[src/rtl/io_bus_controller_pkg.sv]
// Shared types and constants for the I/O bus controller: FSM encoding,
// error-bit positions and default widths.
package io_bus_controller_pkg;

  typedef enum logic [1:0] {
    IDLE    = 2'd0,
    REQ     = 2'd1,
    RELEASE = 2'd2
  } io_state_e;

  localparam int ERR_TIMEOUT = 0;
  localparam int ERR_OVERRUN = 1;

  localparam int DEF_ADDR_WIDTH = 8;
  localparam int DEF_DATA_WIDTH = 16;
  localparam int DEF_TIMEOUT    = 255;

endpackage

[src/rtl/io_timeout_counter.sv]
// Per-phase cycle counter; expired_o flags the edge on which the phase has
// waited TIMEOUT edges and must give up.
module io_timeout_counter
  import io_bus_controller_pkg::*;
#(
  parameter int TIMEOUT = DEF_TIMEOUT
) (
  input  logic i_CLOCK,
  input  logic i_RESET_N,
  input  logic clr_i,
  input  logic en_i,
  output logic expired_o
);

  localparam int CW = $clog2(TIMEOUT);

  logic [CW-1:0] cnt_q, cnt_d;

  always_comb begin
    cnt_d = cnt_q;
    if (clr_i) begin
      cnt_d = '0;
    end else if (en_i) begin
      cnt_d = cnt_q + 1'b1;
    end
  end

  always_ff @(posedge i_CLOCK or negedge i_RESET_N) begin
    if (!i_RESET_N) begin
      cnt_q <= '0;
    end else begin
      cnt_q <= cnt_d;
    end
  end

  assign expired_o = (cnt_q == CW'(TIMEOUT - 1));

endmodule

[src/rtl/io_bus_controller.sv]
// Executes one four-phase device transaction per CPU strobe and toggles
// o_IOPAUSE on completion to release the clock divisor.
module io_bus_controller
  import io_bus_controller_pkg::*;
#(
  parameter int ADDR_WIDTH = DEF_ADDR_WIDTH,
  parameter int DATA_WIDTH = DEF_DATA_WIDTH,
  parameter int TIMEOUT    = DEF_TIMEOUT
) (
  input  logic                  i_CLOCK,
  input  logic                  i_RESET_N,
  input  logic                  i_REQ,
  input  logic                  i_WE,
  input  logic [ADDR_WIDTH-1:0] i_ADDR,
  input  logic [DATA_WIDTH-1:0] i_WDATA,
  input  logic                  i_ERR_CLR,
  output logic                  o_DEV_REQ,
  output logic                  o_DEV_WE,
  output logic [ADDR_WIDTH-1:0] o_DEV_ADDR,
  output logic [DATA_WIDTH-1:0] o_DEV_WDATA,
  input  logic                  i_DEV_ACK,
  input  logic [DATA_WIDTH-1:0] i_DEV_RDATA,
  output logic [DATA_WIDTH-1:0] o_RDATA,
  output logic                  o_IOPAUSE,
  output logic                  o_BUSY,
  output logic [1:0]            o_ERR
);

  io_state_e             state_q, state_d;
  logic                  dev_req_q, dev_req_d;
  logic                  dev_we_q, dev_we_d;
  logic [ADDR_WIDTH-1:0] dev_addr_q, dev_addr_d;
  logic [DATA_WIDTH-1:0] dev_wdata_q, dev_wdata_d;
  logic [DATA_WIDTH-1:0] rdata_q, rdata_d;
  logic                  iopause_q, iopause_d;
  logic                  busy_q, busy_d;
  logic [1:0]            err_q, err_d;
  logic [1:0]            err_set;
  logic                  tmr_clr, tmr_en, tmr_expired;

  io_timeout_counter #(.TIMEOUT(TIMEOUT)) u_timer (
    .i_CLOCK   (i_CLOCK),
    .i_RESET_N (i_RESET_N),
    .clr_i     (tmr_clr),
    .en_i      (tmr_en),
    .expired_o (tmr_expired)
  );

  always_comb begin
    state_d     = state_q;
    dev_req_d   = dev_req_q;
    dev_we_d    = dev_we_q;
    dev_addr_d  = dev_addr_q;
    dev_wdata_d = dev_wdata_q;
    rdata_d     = rdata_q;
    iopause_d   = iopause_q;
    busy_d      = busy_q;
    err_set     = '0;
    tmr_clr     = 1'b0;
    tmr_en      = 1'b0;

    // A strobe outside IDLE (including the completing edge) is dropped.
    if (i_REQ && (state_q != IDLE)) begin
      err_set[ERR_OVERRUN] = 1'b1;
    end

    case (state_q)
      IDLE: begin
        tmr_clr = 1'b1;
        if (i_REQ) begin
          dev_we_d    = i_WE;
          dev_addr_d  = i_ADDR;
          dev_wdata_d = i_WDATA;
          dev_req_d   = 1'b1;
          busy_d      = 1'b1;
          state_d     = REQ;
        end
      end
      REQ: begin
        if (i_DEV_ACK || tmr_expired) begin
          if (!dev_we_q) begin
            rdata_d = i_DEV_ACK ? i_DEV_RDATA : '1;
          end
          err_set[ERR_TIMEOUT] = !i_DEV_ACK;
          dev_req_d = 1'b0;
          tmr_clr   = 1'b1;
          state_d   = RELEASE;
        end else begin
          tmr_en = 1'b1;
        end
      end
      RELEASE: begin
        if (!i_DEV_ACK || tmr_expired) begin
          err_set[ERR_TIMEOUT] = i_DEV_ACK;
          iopause_d = ~iopause_q;
          busy_d    = 1'b0;
          tmr_clr   = 1'b1;
          state_d   = IDLE;
        end else begin
          tmr_en = 1'b1;
        end
      end
      default: begin
        state_d = IDLE;
      end
    endcase

    // Set beats clear on the same edge.
    err_d = (err_q & ~{2{i_ERR_CLR}}) | err_set;
  end

  always_ff @(posedge i_CLOCK or negedge i_RESET_N) begin
    if (!i_RESET_N) begin
      state_q     <= IDLE;
      dev_req_q   <= 1'b0;
      dev_we_q    <= 1'b0;
      dev_addr_q  <= '0;
      dev_wdata_q <= '0;
      rdata_q     <= '0;
      iopause_q   <= 1'b0;
      busy_q      <= 1'b0;
      err_q       <= '0;
    end else begin
      state_q     <= state_d;
      dev_req_q   <= dev_req_d;
      dev_we_q    <= dev_we_d;
      dev_addr_q  <= dev_addr_d;
      dev_wdata_q <= dev_wdata_d;
      rdata_q     <= rdata_d;
      iopause_q   <= iopause_d;
      busy_q      <= busy_d;
      err_q       <= err_d;
    end
  end

  assign o_DEV_REQ   = dev_req_q;
  assign o_DEV_WE    = dev_we_q;
  assign o_DEV_ADDR  = dev_addr_q;
  assign o_DEV_WDATA = dev_wdata_q;
  assign o_RDATA     = rdata_q;
  assign o_IOPAUSE   = iopause_q;
  assign o_BUSY      = busy_q;
  assign o_ERR       = err_q;

endmodule
[config.mk]
export PLATFORM = sky130hd
export DESIGN_NAME = io_bus_controller
export DESIGN_NICKNAME = d
export VERILOG_FILES = /design/src/rtl/io_bus_controller_pkg.sv /design/src/rtl/io_timeout_counter.sv /design/src/rtl/io_bus_controller.sv
export SDC_FILE = /design/constraint.sdc
export NUM_CORES = 1
export LEC_CHECK = 0
export ABC_AREA = 1
export CAP_MARGIN = 10
export CORE_UTILIZATION = 46
export CTS_BUF_LIST = sky130_fd_sc_hd__clkbuf_4
export DETAILED_ROUTE_END_ITERATION = 10
export PLACE_DENSITY = 0.86
export SYNTH_ARGS = -nofsm -noshare
export SYNTH_HDL_FRONTEND = slang
export SYNTH_SLANG_ARGS = --single-unit
[constraint.sdc]
create_clock -name i_CLOCK -period 1.75 [get_ports i_CLOCK]
set_input_delay 0.2625 -clock i_CLOCK [delete_from_list [all_inputs] [get_ports i_CLOCK]]
set_output_delay 0.2625 -clock i_CLOCK [all_outputs]
set_load 0.005 [all_outputs]
# After elaboration in Yosys (flattened, before gate mapping)
# Index checks and enable logic that the tools add are counted.
[word_totals]
ff_bits = 56
in_bits = 46
out_inout_bits = 46
word_cells = 59
[op_classes]
add_sub_neg = 1
eq_ne = 6
muxes = 22
bitwise_logic = 5
reduce_logical = 15
[ops]
columns = ["cell", "count"]
rows = [
  ["two-way mux 16 bit", 1],
  ["two-way mux 8 bit", 2],
  ["AND reduction 3 bit", 4],
  ["two-way mux 1 bit", 10],
  ["adder 8 x 1 -> 8 bit (second input constant)", 1],
  ["equality test 8 bit (second input constant)", 1],
  ["case mux 1 bit (2 select lines)", 4],
  ["nonzero test 2 bit", 4],
  ["two-way mux 2 bit", 3],
  ["inequality test 2 bit (second input constant)", 3],
  ["case mux 2 bit (3 select lines)", 1],
  ["AND reduction 2 bit", 2],
  ["case mux 1 bit (3 select lines)", 1],
  ["bitwise AND 2 bit", 1],
  ["equality test 2 x 1 -> 1 bit (second input constant)", 1],
  ["equality test 2 bit (second input constant)", 1],
  ["logical NOT 2 bit", 1],
  ["logical OR 1 bit", 2],
  ["inverter 1 bit", 2],
  ["inverter 2 bit", 1],
  ["OR 2 bit", 1],
  ["logical AND 1 bit", 1],
  ["logical NOT 1 bit", 1],
]

# Longest topological paths before layout
# Gate-level depths: netlist of run 1.
[logic_depth]
word_depth = 6
depth_mapped = 11
ltp_nobuf = 11

# Cells and area by module
# Synthesis of run 1 repeated with hierarchy kept, for this count alone.
[hier_totals]
cells_unflattened = 295
hier_area_um2 = 2607.5
[by_module_without_submodules]
columns = ["mod", "n_inst", "cells_per_inst", "area_per_inst_um2", "seq_area_each_um2"]
rows = [
  ["io_bus_controller", 1, 236, 2140.8, 1201.2],
  ["io_timeout_counter", 1, 59, 466.7, 200.2],
]

# Worst setup path after synthesis of run 1
# OpenSTA, ideal clock, no wires.
[synth_path]
path_kind = "reg-to-reg"
from = "register state_q[0]"
to = "register dev_addr_q[7], in the netlist o_DEV_ADDR[7]"
arrival_ps = 1405
path_slack_ps = 221
path_stages_with_launch = 6
n_path_buf = 1
period_less_slack_ps = 1529
path_cell_list = "dfrtp_1 > inv_1 > ha_1 > nand2_2 > buf_2 > mux2_2"
[synth_via]
elab_chain_len = 2
[synth_lines]
columns = ["element", "line", "rtl"]
rows = [
  ["from (decl)", "io_bus_controller.sv:29", "io_state_e state_q, state_d;"],
  ["from (signal assigned)", "io_bus_controller.sv:124", "state_q <= state_d;"],
  ["logical NOT 2 bit", "io_bus_controller.sv:67", "case (state_q)"],
  ["AND reduction 2 bit (no source line)", "n/a", ""],
  ["to (signal assigned)", "io_bus_controller.sv:127", "dev_addr_q <= dev_addr_d;"],
  ["to (decl)", "io_bus_controller.sv:32", "logic [ADDR_WIDTH-1:0] dev_addr_q, dev_addr_d;"],
]
# Every way passes these cells.
# A chain may end at the register's enable or synchronous reset.

# Worst setup path after layout of run 1
[layout_path]
from = "register u_timer.cnt_q[0]"
to = "register rdata_q[3], in the netlist o_RDATA[3]"
[layout_via]
elab_chain_len = 3
[layout_lines]
columns = ["element", "line", "rtl"]
rows = [
  ["from (decl)", "io_timeout_counter.sv:17", "logic [CW-1:0] cnt_q, cnt_d;"],
  ["from (signal assigned)", "io_timeout_counter.sv:32", "cnt_q <= cnt_d;"],
  ["equality test 8 bit", "io_timeout_counter.sv:36", "assign expired_o = (cnt_q == CW'(TIMEOUT - 1));"],
  ["logical OR 1 bit", "io_bus_controller.sv:80", "if (i_DEV_ACK || tmr_expired) begin"],
  ["AND reduction 3 bit (no source line)", "n/a", ""],
  ["to (signal assigned)", "io_bus_controller.sv:129", "rdata_q <= rdata_d;"],
  ["to (decl)", "io_bus_controller.sv:34", "logic [DATA_WIDTH-1:0] rdata_q, rdata_d;"],
]
# Every way passes these cells.

==> run metrics, run 1 <==
max incr delay on CP 0.46 ns; worst-path fanout max 15; Core ar. 5170 um2; Port Buffers 91; Sequential Area 1400 um2; Worst Path Required 2.03 ns; Cells after Synth 232; Slew @ Worst Pin 0.422 ns; Layout Nets 383; r2r worst-path depth 10; Power Density 1500 nW/um2; DP Wirelength around 4000 um; Final TNS setup 0 ns; gp weighted congestion about 0.77; clock period minus worst slack 1.63 ns; initial antenna violation count 0; Initial Util 48.4%; register area share after synthesis 56.0%; Tcrit/Tclk final 92.9%; max_cap viols 0; Via Count between 1.5k and 2k; Worst setup EP type register; fill count 407; CTS tree yes; WL/cell 13.2 um; area growth from synthesis to layout 42.6%; syn_nets 285; Setup crit start kind register; final hold viol count 0; H-Tree Depth 2; CTS max path bufs 2; cell mode on critical path nand2_4; Slew HR 71.9%; Via density between 4 and 5; pre-CTS setup slack ~0.15 ns; Pleak between 1.5 and 2 nW; crit path max-delay cell type dfrtp_1; CP Class reg -> reg; Total GRT Usage between 15 and 20%; remaining antenna violation count 0; final instance area 3570 um2; die area 5740 um2; clk slew on worst S/H paths 0.16 ns; Synth Register Bits 56; WL final 5280 um; antenna cells 0; vias in the first global route 1874; root buffer cell clkbuf_4; clock buffer count from CTS 5; Clock Sinks 56; syn avg cell area 10.8 um2; Synth Warn # 0; Worst Skew about 0.008 ns; Site Rows 26; global-route wire length before repair 8340 um; DRC violations left 0; largest net degree at the start of global routing 35; Final Slew Violations 0; Die W 75.8 um; status finished clean; Min-Delay Path Class in -> async; gr ovfl total 0; DRT iter0 DRCs 120; layout cells sized above 1 15.4%; final setup vio count 0; post-route setup slack 0.124 ns; Area after DPL 3500 um2; chip height 75.8 um; Worst VDD drop about 0.85 mV; FMAX a little over 0.6 GHz; Netlist cell types 26; multi-input logic area between 900 and 1000 um2; synthesized area 2500 um2; crit-path cells inv_1, ha_1, inv_1, nor2_2, nand2_4, nand2_4, nand2_4, buf_4, o21ai_0, nand2_1; CP arrival 1.91 ns; DRT Pass-1 Iters 4; RSZ-0062 raised after global routing false; Worst-Skew Late Latency 0.37 ns; I/O pin cnt 92
critical path: cells and delay by family (launching register included):
kind            cells  cell delay, ns
compound gates      1            0.18
fa+ha+maj           1            0.14
simple gates        5            0.45
flops               1            0.46
buf+inv             3            0.33
worst paths after layout:
path                                               endpoint                    startpoint  slack, ns
worst max-delay path                 o_RDATA[3]$_DFFE_PN0P_  u_timer.cnt_q[0]$_DFFE_PN0P_       0.12
worst max register to register       o_RDATA[3]$_DFFE_PN0P_  u_timer.cnt_q[0]$_DFFE_PN0P_       0.12
worst min register to register        o_IOPAUSE$_DFFE_PN0P_         o_IOPAUSE$_DFFE_PN0P_       0.49
max in group asynchronous       o_DEV_WDATA[13]$_DFFE_PN0P_                     i_RESET_N       1.00
min in group i_CLOCK                     o_ERR[0]$_DFF_PN0_                     i_ERR_CLR       0.46
worst min-delay path                     o_ERR[1]$_DFF_PN0_                     i_RESET_N       0.40
report_power, final:
group | internal, mW | switching [mW]
Combinational | 1.58 | 1.01
Clock | 0.156 | 0.399
Sequential | 1.87 | 0.336
Total | 3.61 | 1.74
through the flow:
step,hold slack [ns],util [%],power [mW],cells
2_1_floorplan,-0.0331,-,3.36,232
3_3_place_gp,0.274,67.7,4.75,392
3_5_place_dp,0.272,67.7,4.84,392
4_1_cts,0.397,69.0,5.41,401
5_1_grt,0.396,69.0,5.79,401
6_report,0.398,69.0,5.35,401
cell usage after synthesis:
master | count | area [um2]
dfrtp_1 | 56 | 1400
nand2_1 | 40 | 150
inv_1 | 26 | 97.6
mux2_2 | 25 | 282
o21ai_0 | 21 | 105
o21ai_1 | 15 | 75.1
ha_1 | 7 | 87.6
nor2_1 | 7 | 26.3
nand3_1 | 6 | 30.0
buf_2 | 3 | 15.0
nand2_2 | 3 | 18.8
nand2_4 | 3 | 33.8
o211ai_1 | 3 | 22.5
xnor2_1 | 3 | 26.3
xor2_1 | 3 | 26.3
buf_4 | 1 | 7.51
buf_6 | 1 | 11.3
buf_8 | 1 | 15.0
clkbuf_1 | 1 | 3.75
nand3_2 | 1 | 10.0
nand4_1 | 1 | 6.26
nor2_2 | 1 | 6.26
nor2_4 | 1 | 11.3
nor2_8 | 1 | 20.0
o21ai_2 | 1 | 8.76
o22ai_1 | 1 | 6.26
cell families after synthesis:
kind of cell / count (synthesis) / share of synthesized area, %
compound gates: 41 / 8.70
xor+xnor: 6 / 2.10
fa+ha+maj: 7 / 3.50
buf+inv: 33 / 6.00
flops: 56 / 56.0
mux: 25 / 11.2
simple gates: 64 / 12.5
cell type report:
class | instances | share of cell area [%]
sequential | 56 | 39.3
timing repair buffer | 98 | 27.3
multi-input combinational | 143 | 26.7
inverter | 26 | 2.73
tap | 70 | 2.45
clock buffer | 5 | 1.05
clock inverter | 3 | 0.491
cell usage in the layout, fill, tap and decap left out, types with 6 or more instances in the layout:
| cell | instances |
|---|---|
| nand3_1 | 6 |
| o21ai_0 | 19 |
| clkdlybuf4s50_1 | 90 |
| ha_1 | 7 |
| nor2_1 | 6 |
| o21ai_1 | 17 |
| dfrtp_1 | 56 |
| mux2_2 | 25 |
| nand2_1 | 40 |
| inv_1 | 26 |
flip-flops by register name, summed over array words and instances, names as in the netlist:
signal	count
state_q	2
o_DEV_WDATA	16
o_BUSY	1
o_DEV_WE	1
o_IOPAUSE	1
o_DEV_REQ	1
o_DEV_ADDR	8
o_RDATA	16
u_timer.cnt_q	8
o_ERR	2
per-layer routing:
metal	vias up	routed length, um	track usage, %
li1	953	-	-
met1	925	2230	24.8
met2	69	2610	31.5
met3	6	393	6.48
met4	0	53	5.14
met5	-	0	0
repair_timing:
action	CTS	global route
setup buffers	0	0
hold endpoints to repair	56	0
setup endpoints to repair	0	3
hold buffers	1	0
gates resized for setup	0	3
Power figures use the tool's default switching activity.
==> run 2: changes to the inputs <==
CORE_ASPECT_RATIO = 1.75   (was unset)
CORE_UTILIZATION = 49   (was 46)
PLACE_DENSITY = 0.91   (was 0.86)
clock period = 2 ns   (was 1.75 ns; I/O delays follow)
==> run 2 against run 1 <==
Cell count down 4.5%. Critical endpoint is now u_timer.cnt_q[7]$_DFFE_PN0P_. Highest routed layer unchanged. Routed wire length decreased by 0.21%. Sequential power fell by 13%. Core utilization rose by 2.9 points. Cell area is 0.53% lower. Setup slack improved by 0.18 ns. Flip-flop and latch count unchanged. Non-clock buffer count decreased by 2.
==> run metrics, run 2 (same netlist as run 1, synthesis figures left out) <==
status finished clean; r2r worst-path depth 10 (unchanged); Worst VDD drop 1.03 mV (+21%); area growth from synthesis to layout 41.8%; Power Density 1320 nW/um2 (-12%); global-route wire length before repair 8490 um (+1.8%); WL/cell 13.8 um (+4.5%); DRT iter0 DRCs 37 (-69%); Worst-Skew Late Latency 0.37 ns (about the same); gp weighted congestion 0.834 (+8.7%); Final Slew Violations 0 (unchanged); flop-to-flop setup slack 0.30 ns (+0.18 ns); max incr delay on CP 0.47 ns (about the same); Final TNS setup 0 ns (unchanged); initial antenna violation count 0 (unchanged); Clock Sinks 56 (unchanged); root buffer cell clkbuf_4; clock buffer count from CTS 5 (unchanged); Die W 56.0 um (-26%); layout cells sized above 1 14.9% (-0.51 points); clk slew on worst S/H paths 0.16 ns (about the same); WL final 5270 um (-0.21%); vias in the first global route 1948 (+3.9%); CTS tree yes; Slew HR 73.9% (+2.0 points); post-layout util 72.0% (+2.9 points); final setup vio count 0 (unchanged); post-CTS setup buffers 0 (unchanged); Site Rows 34 (+31%); Min-Delay Path Class in -> async; largest net degree at the start of global routing 42 (+20%); CTS max path bufs 2 (unchanged); Layout Nets 381 (-0.52%); Port Buffers 91 (unchanged); Total GRT Usage 20.2% (+0.82 points); most frequent cells in the layout 90 x clkdlybuf4s50_1, 56 x dfrtp_1, 40 x nand2_1; FMAX 0.589 GHz (-4.3%); gr ovfl total 0 (unchanged); max_cap viols 0 (unchanged); Slew @ Worst Pin 0.392 ns (-0.0303 ns); commonest non-fill, non-tap cell in the layout clkdlybuf4s50_1; die area 5410 um2 (-5.8%); crit-path cells ha_1, inv_1, nand4_1, nor2_1, nand3_1, nand2_1, inv_1, nor2_1, nand2_1, inv_1; fin cells 383 (-4.5%); Buf/Inv on CP 3 (unchanged); DRC violations left 0 (unchanged); Worst Path Required 2.33 ns (+0.30 ns); Tcrit/Tclk final 84.9% (-8.0 points); Setup crit start kind register; fill count 355 (-13%); final hold viol count 0 (unchanged); cell mode on critical path inv_1; remaining antenna violation count 0 (unchanged); Via Count 1937 (-0.82%); worst-path fanout max 6 (-9); DP Wirelength 4010 um (+2.0%); chip height 96.6 um (+27%); clock period minus worst slack 1.70 ns (+0.0727 ns); Pleak 1.66 nW (-0.60%); Placed Instances 374 (-4.6%); reg-to-reg critical path endpoint u_timer.cnt_q[7]$_DFFE_PN0P_; FF-to-FF Start state_q[0]$_DFFE_PN0P_; CP arrival 2.03 ns (+0.12 ns); DRT Pass-1 Iters 4 (unchanged); Sequential Area 1400 um2 (unchanged); Worst setup EP type register; Via density 5.06 (+3.8%); I/O pin cnt 92 (unchanged); Core ar. 4930 um2 (-4.6%); Initial Util 50.7% (+2.3 points); Area after DPL 3480 um2 (-0.64%); H-Tree Depth 2 (unchanged); CP Class reg -> reg; antenna cells 0 (unchanged); Worst Skew 0.0138 ns (+0.00569 ns); crit path max-delay cell type dfrtp_1; CP delay by family, top simple AND/OR/NAND/NOR gates; multi-input logic area 952 um2 (-0.26%); final instance area 3550 um2 (-0.53%); RSZ-0062 raised after global routing false
## run 2: cell types whose count changed in the layout (fill, tap and decap cells not counted), sizes merged
cell / before / now
buf: 7 / 5
clkinv: 2 / 1
clkinvlp: 0 / 2
inv: 27 / 26
## run 2: final cells by class
class                   count  share of cell area, %
multi-input cells         143                   26.8
flip-flops and latches     56                   39.5
clock buffers               5                   1.06
well taps                  54                   1.90
clock inverters             3                  0.669
repair buffers             96                   27.3
inverters                  26                   2.75
## run 2: how the worst max path moves through the flow
stage	start	to	slack, ns	cells past startpoint
2_1_floorplan	state_q[0]$_DFFE_PN0P_	o_DEV_ADDR[7]$_DFFE_PN0P_	0.47	5
3_3_place_gp	i_DEV_ACK	u_timer.cnt_q[6]$_DFFE_PN0P_	0.35	8
3_5_place_dp	i_DEV_ACK	u_timer.cnt_q[4]$_DFFE_PN0P_	0.30	8
4_1_cts	state_q[0]$_DFFE_PN0P_	u_timer.cnt_q[7]$_DFFE_PN0P_	0.28	10
5_1_grt	u_timer.cnt_q[0]$_DFFE_PN0P_	u_timer.cnt_q[4]$_DFFE_PN0P_	0.14	11
6_report	state_q[0]$_DFFE_PN0P_	u_timer.cnt_q[7]$_DFFE_PN0P_	0.30	10
## run 2: through the flow
step | hold slack, ns | power, mW | setup slack (ns)
after floorplan | 0.00441 | 2.94 | 0.471
after global placement | 0.239 | 4.15 | 0.355
after detailed placement | 0.245 | 4.24 | 0.297
after CTS | 0.347 | 4.74 | 0.276
after global routing | 0.365 | 5.03 | 0.138
final | 0.354 | 4.68 | 0.302
## run 2: per-layer routing
metal  up-vias  part of all wire [%]  global-route usage [%]
li1        943                     -                       -
met1       932                    38                    20.7
met2        54                    57                    39.9
met3         8                   3.7                    4.26
met4         0                   1.7                    6.91
met5         -                     0                       0
## run 2: timing repair
action | in CTS | in global routing
resized for setup | 0 | 0
hold endpoints to repair | 15 | 0
hold buffers | 1 | 0
## run 2: power breakdown
group	switching (mW)	internal, mW	leakage (nW)
clock	0.352	0.139	0.0274
combinational	0.885	1.38	0.951
sequential	0.294	1.64	0.685
total	1.53	3.15	1.66
